--- src/rtl/exec_muldiv_seq.sv ---
// Radix-2 iterative RV32M multiply/divide sequencer beside the execute ALU.
// One shared 64-bit shift register and one 33-bit adder, one bit per cycle.
module exec_muldiv_seq #(
  parameter int XLEN  = 32,
  parameter int CNT_W = 6
) (
  input  logic            clk,
  input  logic            rst,
  input  logic            start,
  input  logic [2:0]      op,
  input  logic [XLEN-1:0] rs1dat,
  input  logic [XLEN-1:0] rs2dat,
  input  logic [5:0]      rd,
  input  logic            flush,
  output logic            busy,
  output logic            stall,
  output logic            done,
  output logic [XLEN-1:0] result,
  output logic [5:0]      rd_out
);

  typedef enum logic [1:0] {
    S_IDLE,
    S_CALC,
    S_FIN
  } state_e;

  localparam logic [2:0] OP_MUL    = 3'd0;
  localparam logic [2:0] OP_MULH   = 3'd1;
  localparam logic [2:0] OP_MULHSU = 3'd2;
  localparam logic [2:0] OP_DIV    = 3'd4;
  localparam logic [2:0] OP_REM    = 3'd6;

  state_e              state_q, state_d;
  logic [2:0]          op_q, op_d;
  logic [5:0]          rd_q, rd_d;
  logic                sa_q, sa_d;
  logic                sb_q, sb_d;
  logic [XLEN-1:0]     addend_q, addend_d;
  logic [2*XLEN-1:0]   sr_q, sr_d;
  logic [CNT_W-1:0]    cnt_q, cnt_d;
  logic                busy_q, busy_d;
  logic                done_q, done_d;
  logic [XLEN-1:0]     result_q, result_d;

  logic                in_div;
  logic                sgn_a;
  logic                sgn_b;
  logic [XLEN-1:0]     mag_a;
  logic [XLEN-1:0]     mag_b;
  logic                div_zero;
  logic                div_ovf;
  logic [XLEN-1:0]     special_res;

  logic                is_mul_q;
  logic [XLEN:0]       add_a;
  logic [XLEN:0]       add_b;
  logic [XLEN:0]       sum;
  logic                q_bit;
  logic [2*XLEN-1:0]   sr_step;
  logic [2*XLEN-1:0]   prod_fix;
  logic [XLEN-1:0]     quo_fix;
  logic [XLEN-1:0]     rem_fix;
  logic [XLEN-1:0]     fin_res;

  // Operand decode at accept time
  always_comb begin
    in_div = op[2];
    sgn_a  = rs1dat[XLEN-1] &
             ((op == OP_MULH) | (op == OP_MULHSU) |
              (op == OP_DIV)  | (op == OP_REM));
    sgn_b  = rs2dat[XLEN-1] &
             ((op == OP_MULH) | (op == OP_DIV) |
              (op == OP_REM));
    mag_a  = sgn_a ? (~rs1dat + 1'b1) : rs1dat;
    mag_b  = sgn_b ? (~rs2dat + 1'b1) : rs2dat;
    div_zero = (rs2dat == '0);
    div_ovf  = ((op == OP_DIV) | (op == OP_REM)) &
               (rs1dat == {1'b1, {(XLEN-1){1'b0}}}) &
               (rs2dat == '1);
    if (op[1]) begin
      special_res = div_zero ? rs1dat : '0;
    end else begin
      special_res = div_zero ? '1 :
                    {1'b1, {(XLEN-1){1'b0}}};
    end
  end

  // Shared adder: add for multiply, trial-subtract for divide
  always_comb begin
    is_mul_q = ~op_q[2];
    add_b    = {1'b0, addend_q};
    if (is_mul_q) begin
      add_a = {1'b0, sr_q[2*XLEN-1:XLEN]};
      sum   = add_a + add_b;
    end else begin
      add_a = {1'b0, sr_q[2*XLEN-2:XLEN-1]};
      sum   = add_a - add_b;
    end
  end

  // One iteration of the shift register
  always_comb begin
    q_bit = sr_q[2*XLEN-1] | ~sum[XLEN];
    if (is_mul_q) begin
      if (sr_q[0]) begin
        sr_step = {sum, sr_q[XLEN-1:1]};
      end else begin
        sr_step = {1'b0, sr_q[2*XLEN-1:1]};
      end
    end else begin
      sr_step = {q_bit ? sum[XLEN-1:0] :
                         sr_q[2*XLEN-2:XLEN-1],
                 sr_q[XLEN-2:0], q_bit};
    end
  end

  // Sign fix-up and result selection for the final iteration
  always_comb begin
    prod_fix = (sa_q ^ sb_q) ? (~sr_step + 1'b1) : sr_step;
    quo_fix  = (sa_q ^ sb_q) ?
               (~sr_step[XLEN-1:0] + 1'b1) : sr_step[XLEN-1:0];
    rem_fix  = sa_q ?
               (~sr_step[2*XLEN-1:XLEN] + 1'b1) :
               sr_step[2*XLEN-1:XLEN];
    fin_res  = '0;
    unique case (op_q)
      3'd0:                fin_res = prod_fix[XLEN-1:0];
      3'd1, 3'd2, 3'd3:    fin_res = prod_fix[2*XLEN-1:XLEN];
      3'd4, 3'd5:          fin_res = quo_fix;
      default:             fin_res = rem_fix;
    endcase
  end

  always_comb begin
    state_d  = state_q;
    op_d     = op_q;
    rd_d     = rd_q;
    sa_d     = sa_q;
    sb_d     = sb_q;
    addend_d = addend_q;
    sr_d     = sr_q;
    cnt_d    = cnt_q;
    result_d = result_q;
    unique case (state_q)
      S_IDLE: begin
        if (start && !flush) begin
          op_d  = op;
          rd_d  = rd;
          sa_d  = sgn_a;
          sb_d  = sgn_b;
          cnt_d = '0;
          if (in_div) begin
            sr_d     = {{XLEN{1'b0}}, mag_a};
            addend_d = mag_b;
          end else begin
            sr_d     = {{XLEN{1'b0}}, mag_b};
            addend_d = mag_a;
          end
          if (in_div && (div_zero || div_ovf)) begin
            state_d  = S_FIN;
            result_d = special_res;
          end else begin
            state_d  = S_CALC;
          end
        end
      end
      S_CALC: begin
        if (flush) begin
          state_d = S_IDLE;
        end else begin
          sr_d  = sr_step;
          cnt_d = cnt_q + 1'b1;
          if (cnt_q == CNT_W'(XLEN-1)) begin
            state_d  = S_FIN;
            result_d = fin_res;
          end
        end
      end
      default: begin
        state_d = S_IDLE;
      end
    endcase
    busy_d = (state_d != S_IDLE);
    done_d = (state_d == S_FIN);
  end

  always_ff @(posedge clk) begin
    if (rst) begin
      state_q  <= S_IDLE;
      op_q     <= '0;
      rd_q     <= '0;
      sa_q     <= 1'b0;
      sb_q     <= 1'b0;
      addend_q <= '0;
      sr_q     <= '0;
      cnt_q    <= '0;
      busy_q   <= 1'b0;
      done_q   <= 1'b0;
      result_q <= '0;
    end else begin
      state_q  <= state_d;
      op_q     <= op_d;
      rd_q     <= rd_d;
      sa_q     <= sa_d;
      sb_q     <= sb_d;
      addend_q <= addend_d;
      sr_q     <= sr_d;
      cnt_q    <= cnt_d;
      busy_q   <= busy_d;
      done_q   <= done_d;
      result_q <= result_d;
    end
  end

  assign stall  = (start && (state_q == S_IDLE)) ||
                  (state_q == S_CALC);
  assign busy   = busy_q;
  assign done   = done_q;
  assign result = result_q;
  assign rd_out = rd_q;

endmodule

--- config.mk ---
export PLATFORM = sky130hd
export DESIGN_NAME = exec_muldiv_seq
export DESIGN_NICKNAME = d
export VERILOG_FILES = /design/src/rtl/exec_muldiv_seq.sv
export SDC_FILE = /design/constraint.sdc
export NUM_CORES = 1
export LEC_CHECK = 0
export CORE_ASPECT_RATIO = 1.75
export CORE_UTILIZATION = 40
export DETAILED_ROUTE_END_ITERATION = 7
export GPL_TIMING_DRIVEN = 0
export SLEW_MARGIN = 20
export SYNTH_ARGS = -nofsm -noshare
export SYNTH_HDL_FRONTEND = slang
export SYNTH_SLANG_ARGS = --single-unit
--- constraint.sdc ---
create_clock -name clk -period 7.5 [get_ports clk]
set_clock_uncertainty 0.1 [all_clocks]
set_input_delay 0.75 -clock clk [delete_from_list [all_inputs] [get_ports clk]]
set_output_delay 0.75 -clock clk [all_outputs]
set_load 0.01 [all_outputs]
# Word-level counts from Yosys, hierarchy flattened
# Index checks and enable logic that the tools add are counted.
# totals
reg_bits	149
inputBits	77
output_inout_bits	41
word_cells	102
# classes
n_addsub	8
n_eq_ne	18
n_mux	31
bitwise	18
reduce_logical	16
# op_table
operator	n
32-bit 2-to-1 mux	13
64-bit 2-to-1 mux	5
32-bit by 1-bit adder with 32-bit output (second input constant)	4
32-bit inverter	4
64-bit case mux with 2 select lines	1
32-bit case mux with 3 select lines	1
64-bit by 1-bit adder with 64-bit output (second input constant)	1
32-bit == test (second input constant)	2
64-bit inverter	1
32-bit case mux with 2 select lines	1
32-bit by 32-bit adder with 33-bit output	1
33-bit 2-to-1 mux	1
32-bit by 32-bit subtractor with 33-bit output	1
32-bit logical NOT	1
31-bit 2-to-1 mux	1
3-bit == test (second input constant)	4
6-bit 2-to-1 mux	2
6-bit case mux with 2 select lines	1
3-bit by 2-bit == test with 1-bit output (second input constant)	3
2-bit 2-to-1 mux	4
2-bit != test (second input constant)	4
1-bit OR	7
6-bit by 1-bit adder with 6-bit output (second input constant)	1
3-bit by 1-bit == test with 1-bit output (second input constant)	2
18 further kinds	25

# Longest topological paths before layout
# Gate-level depths: netlist of the first run.
# depth
depth_word	13
ltp_mapped	23
ltp_nobuf	22

# Least setup slack after synthesis of the first run
# Ideal clock, no wire load.
# synth_timing
kind	register -> register
start	reg sr_q[32]
end	reg result_q[24], in the netlist result[24]
setup_ps	88
t_arrival_ps	5056
required_ps	7312
path_slack_ps	2256
stages_incl_launch_ff	22
path_buffers	2
period_less_slack_ps	5244
cell_sequence	dfxtp_1 > ha_1 > inv_1 > fa_1 > nand2b_1 > a211o_1 > a21o_1 > o21ai_2 > a21oi_2 > o21ai_0 > o21ai_0 > inv_1 > clkbuf_1 > ha_1 > and3b_1 > nand2_1 > or3_1 > buf_6 > o311a_1 > a311o_1 > a211o_1 > a311oi_2
# synth_via
elab_chain_len	13
word_cells_on_any_way	21
classes_between	add/sub (5); mux (11); bitwise (5)
# synth_lines
element	line	text
start: declaration	40	logic [2*XLEN-1:0] sr_q, sr_d;
start signal: assignment	208	sr_q <= sr_d;
32-bit by 32-bit adder with 33-bit output / 32-bit by 32-bit subtractor with 33-bit output (equally long branches)	95, 98	
33-bit 2-to-1 mux	93	if (is_mul_q) begin
1-bit inverter	104	q_bit = sr_q[2*XLEN-1] | ~sum[XLEN];
1-bit OR	104	
32-bit 2-to-1 mux	112	sr_step = {q_bit ? sum[XLEN-1:0] :
64-bit 2-to-1 mux *	105	if (is_mul_q) begin
64-bit inverter / 32-bit inverter (equally long branches)	120, 124	
64-bit by 1-bit adder with 64-bit output / 32-bit by 1-bit adder with 32-bit output (equally long branches)	120, 124	
64-bit 2-to-1 mux / 32-bit 2-to-1 mux (equally long branches)	120, 123	
32-bit case mux with 3 select lines *	127	unique case (op_q)
32-bit 2-to-1 mux *	174	if (cnt_q == CNT_W'(XLEN-1)) begin
32-bit 2-to-1 mux *	169	if (flush) begin
32-bit case mux with 2 select lines *	145	unique case (state_q)
end signal: assignment	212	result_q <= result_d;
end: declaration	44	logic [XLEN-1:0] result_q, result_d;
# Every way passes the cells marked *; elsewhere a longest branch is shown, timed or not. The select of a mux whose other input is x is not followed.
# A chain may end at the register's enable or synchronous reset.

# Worst setup path after layout of the first run
# layout_timing
start	reg op_q[2]
end	reg result_q[2], in the netlist result[2]
# layout_via
elab_chain_len	12
word_cells_on_any_way	27
classes_between	add/sub (3); eq/ne (5); mux (11); bitwise (5); reduce/logical (3)
# layout_lines
element	line	text
start: declaration	35	logic [2:0] op_q, op_d;
start signal: assignment	203	op_q <= op_d;
33-bit 2-to-1 mux	93	
1-bit inverter	104	
1-bit OR	104	
32-bit 2-to-1 mux	112	
64-bit 2-to-1 mux	105	
64-bit inverter / 32-bit inverter (equally long branches)	120, 124	
64-bit by 1-bit adder with 64-bit output / 32-bit by 1-bit adder with 32-bit output (equally long branches)	120, 124	
64-bit 2-to-1 mux / 32-bit 2-to-1 mux (equally long branches)	120, 123	
32-bit case mux with 3 select lines *	127	
32-bit 2-to-1 mux *	174	
32-bit 2-to-1 mux *	169	
32-bit case mux with 2 select lines *	145	
# Marked as above.

==> reports/results.txt, run 1 <==
status = finished clean
WP data required = 7.69 ns
Logic pwr share = 0.389
f_max = 138 MHz
relative slew slack = 0.103
DRC violations left = 0
Clk Latency, worst-skew pair = 0.45 ns
first-pass GRT wire length = 122000 um
Finished Core Util = 0.468
Post-Synth Simple-Gate Area = 0.243
R2R Setup Slk = 0.25 ns
post-cts resize count = 3
Worst Hold Class = reg2reg
Critical-path top delay cell = clkdlybuf4s15_1
switch share = 0.410
hold path cells = 2
Syn Nets = 2483
GRT Overall Usage = 0.410
leakage = 6.81 nW
xor/xnor share of the synthesized area = 0.0931
CP max stage delay = 0.79 ns
# IOs = 118
fraction of synthesis flops using an asynchronous set or reset pin = 0
Post-CTS Setup Bufs = 0
Max H-tree Level = 4
Reg power frac = 0.300
RSZ-0062 raised after global routing = no
setup TNS = 0 ns
Buffers on Ports = 115
VDD IR-drop max = 0.000166 V
CP Depth = 18
Power Internal = 1.69 mW
Reg clk slew, reported paths = 0.07 ns
Critical Path AT = 7.44 ns
Rows = 97
multi-input gate area in the final layout = 12400 sq um
Hold Vio Cnt, Final = 0
endpoint type of the worst setup path = flip-flop
Avg Inst Size Synth = 6.97 sq um
wire per inst = 29.0 um
starting DRC count in detailed routing = 1649
share of layout cells above drive strength 1 = 0.0507
GP Congestion = 1.00
Worst Setup Path Type = reg2reg
die area = 41500 sq um
mux cell area share after synthesis = 0.0392
Detail Route Antenna Nets = 0
Area Growth Syn to Fin = 15.1%
DRT Pass-1 Iters = 7
CTS sink count = 149
root buffer cell = clkbuf_16
Synth Area in Compound Gates = 0.325
Tcrit/Tclk final = 0.966
Vias/cell = 6.48
Routed WL = 86300 um
Slew @ Worst Pin = 1.33 ns
hold endpoint = rd_out[3]
max-cap viol count = 0
Sequential Area = 2980 sq um
Seq/Total Area, Yosys = 0.183
CP cell instances = buf_2 > buf_2 > buf_2 > clkdlybuf4s15_1 > clkbuf_2 > mux2i_1 > ha_1 > o2111a_1 > o211ai_1 > nor4_2 > nand2_1 > nor3_2 > a21oi_1 > xnor2_1 > a21oi_1 > nor2_1 > o21ai_1 > a21oi_1
diode count = 0
starting density of the core = 0.406
Slew Viols, Final = 0
vias in the first global route = 18.7k
WP buf/inv = 5
Mapped Cells = 2334
Final Instance Area = 18700 sq um
core area = 40100 sq um
CP Max Fanout = 19
Final min period = 7.25 ns
clk buf depth = 2
hpwl dp = 71400 um
P per Cell Area = 153 nW/um^2
hold path startpoint = rd_out[3]
cts bufs inserted = 17
Die Y = 269 um
Distinct cells, synth = 103
Placement Cell Area = 18100 sq um
main combinational cell family by area after synthesis = compound AO/OA/AOI/OAI gates
reg2reg path depth = 18
initial antenna violation count = 1
Clk network pwr share = 0.312
Synth Register Bits = 149
# setup viols final = 0
nets@finish = 2619
GR Overflow Total = 0
mapped cell area = 16300 sq um
reg2reg end = result[2]
die extent in x = 154 um
Vias = 19.3k
Top delay family on crit path = buffers and inverters
CTS tree = yes
yosys synthesis warning count = 0
Startpoint Class = flip-flop
Layout fillers = 4296
hold-fix buffers at CTS = 0
Net Switching = 1.18 mW
primary flip-flop cell chosen by synthesis mapping = dfxtp_1
Post-synth EDFFs = 0
adder-cell share of the synthesized area = 0.0563
reg2reg start = op_q[2]
largest net degree at the start of global routing = 20
## cells in the final DEF, fill, tap and decap left out, types with 77 or more instances in the layout
master,instances
a21oi_1,216
clkbuf_1,118
o211ai_1,82
clkdlybuf4s50_1,115
o21ai_0,139
nor2_1,296
dfxtp_1,149
xnor2_1,96
inv_1,77
nand2_1,244
## routing by layer
layer | vias to the layer above | global-route usage | routed length (um)
met3 | 407 | 0.0622 | 4760
met1 | 9079 | 0.381 | 28500
met5 | - | 0 | 9
met2 | 924 | 0.745 | 43000
met4 | 2 | 0.430 | 10100
li1 | 8875 | - | -
## cells by family after synthesis
group	after synthesis
xor+xnor	173
simple gates	855
mux	63
flops	149
fa+ha+maj	72
buf+inv	237
compound gates	785
## tightest hold or removal path, stage by stage, from the launching register on
cell	delay, ns
dfxtp_1	0.31
nand2_1	0.05
a21oi_1	0.05
## worst max-delay path by stage
| stage | start | slack [ns] | to |
|---|---|---|---|
| 6_report | op_q[2] | 0.25 | result[2] |
| 5_1_grt | op_q[2] | 0.04 | result[6] |
| 4_1_cts | sr_q[32] | 0.06 | result[26] |
| 3_5_place_dp | op_q[2] | -0.82 | result[2] |
| 3_3_place_gp | op_q[2] | -1.16 | result[2] |
| 2_1_floorplan | sr_q[32] | 2.26 | result[24] |
## area by class of cell
class	count	area share
clock inverters	13	0.00788
repair buffers	118	0.0625
clock buffers	19	0.0242
multi-input cells	1948	0.661
flip-flops and latches	149	0.159
well taps	495	0.0331
plain buffers	157	0.0359
inverters	79	0.0158
## power groups by stage
| stage | clock, mW | combinational (mW) | sequential (mW) |
|---|---|---|---|
| after floorplan | 0 | 0.679 | 0.860 |
| after global placement | 0 | 1.06 | 0.874 |
| after detailed placement | 0 | 1.07 | 0.875 |
| after CTS | 0.898 | 1.08 | 0.857 |
| after global routing | 0.923 | 1.17 | 0.861 |
| final | 0.893 | 1.11 | 0.859 |
## synthesized netlist by cell type (all sizes together) (6+ instances only)
library cell  number  area [sq um]
nor3b              6          45.0
a21oi            223          1160
nand3             46           240
o41ai              8          70.1
o22ai             11          68.8
o211ai            84           641
nor2             297          1120
nand2            245           922
and3              13          81.3
a21o              23           173
o21ai            147           739
o21a              19           143
xnor2             97           850
a2111oi            7          86.3
nor3              80           417
ha                70           876
o221ai            14           123
xor2              76           666
a211oi            46           355
o31ai             19           143
a311oi            14           129
or3               14          92.6
nand4             45           297
or2                8          50.1
nand3b             8          60.1
buf               39           223
a221oi            19           208
nand2b            22           138
mux2i             60           601
clkbuf           119           447
or4                7          52.6
o211a              6          60.1
dfxtp            149          2980
a31oi             34           213
nor2b             16           100
nor4              21           131
and2              15          93.8
a22oi             31           233
inv               77           289
a211o             11          97.6
## sequential cells by signal (all words and copies together), names as in the netlist
register	count
rd_out	6
done	1
cnt_q	6
op_q	3
addend_q	32
result	32
busy	1
state_q	2
sr_q	64
sb_q	1
sa_q	1
## metrics by stage
step	worst slack, ns	power [mW]	cells	hold slack (ns)
2_1_floorplan	2.26	1.54	2334	0.347
3_3_place_gp	-1.16	1.94	2944	0.344
3_5_place_dp	-0.818	1.94	2946	0.348
4_1_cts	0.0614	2.83	2977	0.358
5_1_grt	0.0391	2.96	2978	0.373
6_report	0.254	2.87	2978	0.358
Power figures use the tool's default switching activity.
==> run 2: changes to the inputs <==
ABC_AREA = 1   (was not set)
CTS_CLUSTER_SIZE = 28   (was not set)
==> run 2 against run 1 <==
Effect of this change: cell area up 13%; global-route usage is 3.7 points higher; routed wire length increased by 23%; final cell count rose by 41%; non-clock buffer count fell by 33; sequential power hardly changed; critical path depth rose by 11; largest cell class unchanged; largest power group unchanged.
==> reports/results.txt, run 2 <==
diode count = 0 (unchanged)
# IOs = 118 (unchanged)
Post-CTS Setup Bufs = 0 (unchanged)
fraction of synthesis flops using an asynchronous set or reset pin = 0 (unchanged)
GRT Overall Usage = 0.447 (+0.0365)
clk buf depth = 2 (unchanged)
first-pass GRT wire length = 154000 um (+26%)
relative slew slack = 0.160 (+0.0562)
Rows = 104 (+7.2%)
WP data required = 7.76 ns (+0.07 ns)
# setup viols final = 0 (unchanged)
P per Cell Area = 155 nW/um^2 (+1.2%)
reg2reg start = addend_q[8]
Worst Setup Path Type = reg2reg
hpwl dp = 87700 um (+23%)
nets@finish = 3755 (+43%)
Vias = 24.3k (+26%)
Synth Register Bits = 149 (unchanged)
Die Y = 288 um (+7.2%)
setup TNS = 0 ns (unchanged)
core area = 46100 sq um (+15%)
Yosys top cell by area = nand2_1
Top reg by flops = sr_q
most frequent cells in the layout = nand2_1, inv_1, nor2_1
mapped cell area = 18700 sq um (+15%)
vias in the first global route = 24.0k (+28%)
share of layout cells above drive strength 1 = 0.0511 (+0.000374)
wire per inst = 25.2 um (-13%)
RSZ-0062 raised after global routing = no
Slew Viols, Final = 0 (unchanged)
most frequent cell after synthesis = nand2_1
Mapped Cells = 3471 (+49%)
Avg Inst Size Synth = 5.40 sq um (-23%)
Critical-path top delay cell = dfxtp_1
root buffer cell = clkbuf_16
Vias/cell = 5.78 (-11%)
Distinct cells, synth = 56 (-46%)
Hold Vio Cnt, Final = 0 (unchanged)
Buffers on Ports = 116 (+0.87%)
reg2reg end = result[14]
CTS tree = yes
Reg clk slew, reported paths = 0.07 ns (about the same)
Slew @ Worst Pin = 1.26 ns (-0.0767 ns)
DRT Pass-1 Iters = 7 (unchanged)
Max H-tree Level = 4 (unchanged)
R2R Setup Slk = 1.32 ns (+1.06 ns)
yosys synthesis warning count = 0 (unchanged)
synth top area cells = nand2_1, dfxtp_1, inv_1
max-cap viol count = 0 (unchanged)
Critical Path AT = 6.45 ns (-0.99 ns)
f_max = 162 MHz (+17%)
Final min period = 6.18 ns (-1.06 ns)
post-placement cell count = 4170 (+42%)
DRC violations left = 0 (unchanged)
hold-fix buffers at CTS = 0 (unchanged)
Post-synth EDFFs = 0 (unchanged)
Layout fillers = 5369 (+25%)
reg2reg path depth = 29 (+11)
VDD IR-drop max = 0.000183 V (+10%)
Syn Nets = 3620 (+46%)
largest net degree at the start of global routing = 17 (-15%)
die extent in x = 166 um (+7.2%)
die area = 47700 sq um (+15%)
CP max stage delay = 0.49 ns (-0.30 ns)
CP endpoint = result[14]
Most common cell on crit path = nand2_1
post-synth top area share = 0.214 (+0.0307)
CTS sink count = 149 (unchanged)
status = finished clean
starting density of the core = 0.407 (about the same)
Synth top cells by count = nand2_1, inv_1, nor2_1
final cell count without fillers = 4202 (+41%)
Finished Core Util = 0.460 (-0.00745)
Tcrit/Tclk final = 0.824 (-0.142)
Largest register FFs = 64 (unchanged)
Seq/Total Area, Yosys = 0.159 (-0.0240)
Clk Latency, worst-skew pair = 0.47 ns (+0.02 ns)
critical path launch point = addend_q[8]
initial antenna violation count = 0 (-1)
Worst Hold Class = reg2reg
starting DRC count in detailed routing = 2217 (+34%)
leakage = 10.8 nW (+58%)
primary flip-flop cell chosen by synthesis mapping = dfxtp_1
Area Growth Syn to Fin = 13.1%
Routed WL = 106000 um (+23%)
CP Max Fanout = 10 (-9)
cts bufs inserted = 17 (unchanged)
endpoint type of the worst setup path = flip-flop
GR Overflow Total = 0 (unchanged)
post-cts resize count = 0 (-3)
Startpoint Class = flip-flop
Detail Route Antenna Nets = 0 (unchanged)
GP Congestion = 1.06 (+5.5%)
commonest non-fill, non-tap cell in the layout = nand2_1
[run 2: worst max-delay path: cells and delay by family, from the launching register on]
kind / cells / cell delay [ns]
and+or+nand+nor: 19 / 3.12
DFF: 1 / 0.49
buffers and inverters: 3 / 0.47
adders and majority gates: 2 / 0.55
AOI/OAI and AO/OA: 5 / 1.33
[run 2: through the flow]
step	worst slack (ns)	cell area (sq um)	power, mW	hold WS (ns)
after detailed placement	1.56	20600	2.35	0.359
after global routing	1.00	21200	3.42	0.386
after global placement	1.54	20600	2.35	0.352
final	1.32	21200	3.28	0.368
after CTS	1.55	21200	3.22	0.369
after floorplan	3.60	18700	1.78	0.337
[run 2: worst min-delay path by stage]
stage	from	to	slack [ns]	cells after the start
floorplan	cnt_q[5]	cnt_q[5]	0.34	1
global placement	sr_q[10]	sr_q[10]	0.35	2
detailed placement	sr_q[10]	sr_q[10]	0.36	2
CTS	sr_q[10]	sr_q[10]	0.37	2
global route	sr_q[10]	sr_q[10]	0.39	2
finish	sr_q[10]	sr_q[10]	0.37	2
[run 2: logic make-up after synthesis]
kind of cell / synth area share
AND/OR/NAND/NOR: 0.442
buffers and inverters: 0.138
AO/OA/AOI/OAI: 0.172
flip-flops: 0.159
XOR/XNOR: 0.0383
adder cells (fa/ha/maj): 0.0489
multiplexers: 0.00160
[run 2: per-layer routing]
layer  track usage  wire length [um]  vias to the layer above
met1         0.393             32600                    11000
met5       0.00395                 0                        -
li1              -                 -                    11300
met4         0.531             14500                        0
met2         0.790             51000                     1330
met3         0.102              7740                      576
[run 2: power by group]
group	internal [mW]	switching, mW	total, mW
Clock	0.466	0.417	0.883
Combinational	0.416	1.12	1.54
Sequential	0.822	0.0390	0.861
Total	1.70	1.58	3.28
[run 2: layout make-up]
cell class / count / area [sq um] / area share
plain buffers: 126 / 556 / 0.0262
multi-input cells: 2657 / 13200 / 0.621
well taps: 583 / 729 / 0.0344
clock inverters: 14 / 141 / 0.00667
flip-flops and latches: 149 / 2980 / 0.141
inverters: 539 / 2030 / 0.0956
clock buffers: 18 / 429 / 0.0202
repair buffers: 116 / 1160 / 0.0548
==> run 3: changes to the inputs <==
clock period = 6 ns   (was 7.5 ns; I/O delays follow)
==> run 3 against run 2 <==
Effect of this change: setup slack lost 0.97 ns; global-route usage grew 0.18 points; critical path depth is the same; clock-buffer cell count is the same; cell area grew 0.14%; power grew 25%; largest cell class unchanged; largest power group unchanged; highest routed layer unchanged.
==> reports/results.txt, run 3 (synthesis gave the netlist of run 2 again) <==
Largest register FFs = 64 (unchanged)
Reg clk slew, reported paths = 0.07 ns (about the same)
nets@finish = 3757 (+0.053%)
CTS tree = yes
DRT Pass-1 Iters = 6 (-1)
Buffers on Ports = 116 (unchanged)
WP data required = 6.24 ns (-1.52 ns)
Final min period = 5.65 ns (-0.532 ns)
clk buf depth = 2 (unchanged)
Area Growth Syn to Fin = 13.3%
starting DRC count in detailed routing = 2115 (-4.6%)
share of layout cells above drive strength 1 = 0.0530 (+0.00190)
post-placement cell count = 4170 (unchanged)
Layout fillers = 5368 (-0.019%)
initial antenna violation count = 1 (+1)
GR Overflow Total = 0 (unchanged)
most frequent cells in the layout = nand2_1, inv_1, nor2_1
# IOs = 118 (unchanged)
Tcrit/Tclk final = 0.942 (+0.117)
Critical-path top delay cell = dfxtp_1
root buffer cell = clkbuf_16
Critical Path AT = 5.89 ns (-0.56 ns)
leakage = 10.8 nW (+0.11%)
DR WL met3 = 7440 um (-3.9%)
endpoint type of the worst setup path = flip-flop
Routed WL = 106000 um (about the same)
setup TNS = 0 ns (unchanged)
cts bufs inserted = 17 (unchanged)
CTS sink count = 149 (unchanged)
Hold Vio Cnt, Final = 0 (unchanged)
vias in the first global route = 24.0k (-0.28%)
met2 WL = 50600 um (-0.77%)
# setup viols final = 0 (unchanged)
commonest non-fill, non-tap cell in the layout = nand2_1
status = finished clean
hpwl dp = 87700 um (unchanged)
Die Y = 288 um (unchanged)
Max H-tree Level = 4 (unchanged)
Vias/cell = 5.75 (-0.38%)
top sig layer = met4
relative slew slack = 0.175 (+0.0157)
GP Congestion = 1.06 (unchanged)
RSZ-0062 raised after global routing = no
Vias = 24.2k (-0.31%)
first-pass GRT wire length = 155000 um (+0.32%)
Detail Route Antenna Nets = 0 (unchanged)
f_max = 177 MHz (+9.4%)
CP Max Fanout = 5 (-5)
wire per inst = 25.2 um (about the same)
Post-Route M1 WL = 32900 um (+0.93%)
VDD IR-drop max = 0.000224 V (+22%)
core area = 46100 sq um (unchanged)
GRT Overall Usage = 0.449 (+0.00183)
Top reg by flops = sr_q
largest net degree at the start of global routing = 17 (unchanged)
CP max stage delay = 0.48 ns (about the same)
Startpoint Class = flip-flop
Rows = 104 (unchanged)
Slew @ Worst Pin = 1.23 ns (-0.0234 ns)
DRC violations left = 0 (unchanged)
final cell count without fillers = 4205 (+0.071%)
Clk Latency, worst-skew pair = 0.47 ns (about the same)
Worst Setup Path Type = reg2reg
P per Cell Area = 194 nW/um^2 (+25%)
max-cap viol count = 0 (unchanged)
die area = 47700 sq um (unchanged)
Slew Viols, Final = 0 (unchanged)
die extent in x = 166 um (unchanged)
Worst Hold Class = reg2reg
starting density of the core = 0.407 (unchanged)
-- run 3: repair_timing --
action,CTS,global route
hold buffers,0,0
endpoints found under the hold margin,0,0
buffers inserted,0,2
gates resized for setup,0,4
setup endpoints to repair,0,13
-- run 3: per-layer routing --
| layer | vias to the layer above | global-route usage |
|---|---|---|
| li1 | 11300 | - |
| met1 | 10900 | 0.399 |
| met2 | 1303 | 0.788 |
| met3 | 597 | 0.100 |
| met4 | 0 | 0.538 |
| met5 | - | 0.00593 |
-- run 3: worst max-delay path: cells and delay by family (launching register included) --
kind            cells  cell delay (ns)
simple gates       15             2.44
compound gates      7             1.37
buf+inv             5             0.59
fa+ha+maj           2             0.54
flops               1             0.48
-- run 3: power breakdown --
part	switching [mW]	internal (mW)	total (mW)	leakage (nW)
registers	0.0490	1.03	1.08	1.21
clock network	0.520	0.583	1.10	0.273
logic	1.41	0.522	1.93	9.29
total	1.98	2.13	4.11	10.8
-- run 3: worst paths after layout --
check              start   endpoint  slack (ns)  depth (start not counted)
max          addend_q[8]  result[4]        0.35                         29
min reg2reg     sr_q[10]   sr_q[10]        0.37                          2
max reg2reg  addend_q[8]  result[4]        0.35                         29
min             sr_q[10]   sr_q[10]        0.37                          2
-- run 3: through the flow --
stage               hold WS (ns)  instance area, sq um  utilization  power, mW  setup slack (ns)
CTS                        0.369                 21200        0.460       4.02            0.0466
global route               0.386                 21200        0.461       4.28            0.0326
floorplan                  0.337                 18700            -       2.23              2.10
global placement           0.352                 20600        0.448       2.94            0.0379
detailed placement         0.359                 20600        0.448       2.93            0.0575
finish                     0.368                 21200        0.461       4.11             0.348
-- run 3: final cells by class --
cell class / instances / area [sq um] / area share
antenna: 1 / 2.50 / 0.000118
multi-input combinational: 2657 / 13200 / 0.621
timing repair buffer: 118 / 1180 / 0.0554
inverter: 539 / 2030 / 0.0956
buffer: 126 / 557 / 0.0262
sequential: 149 / 2980 / 0.141
tap: 583 / 729 / 0.0344
clock inverter: 14 / 141 / 0.00666
clock buffer: 18 / 429 / 0.0202
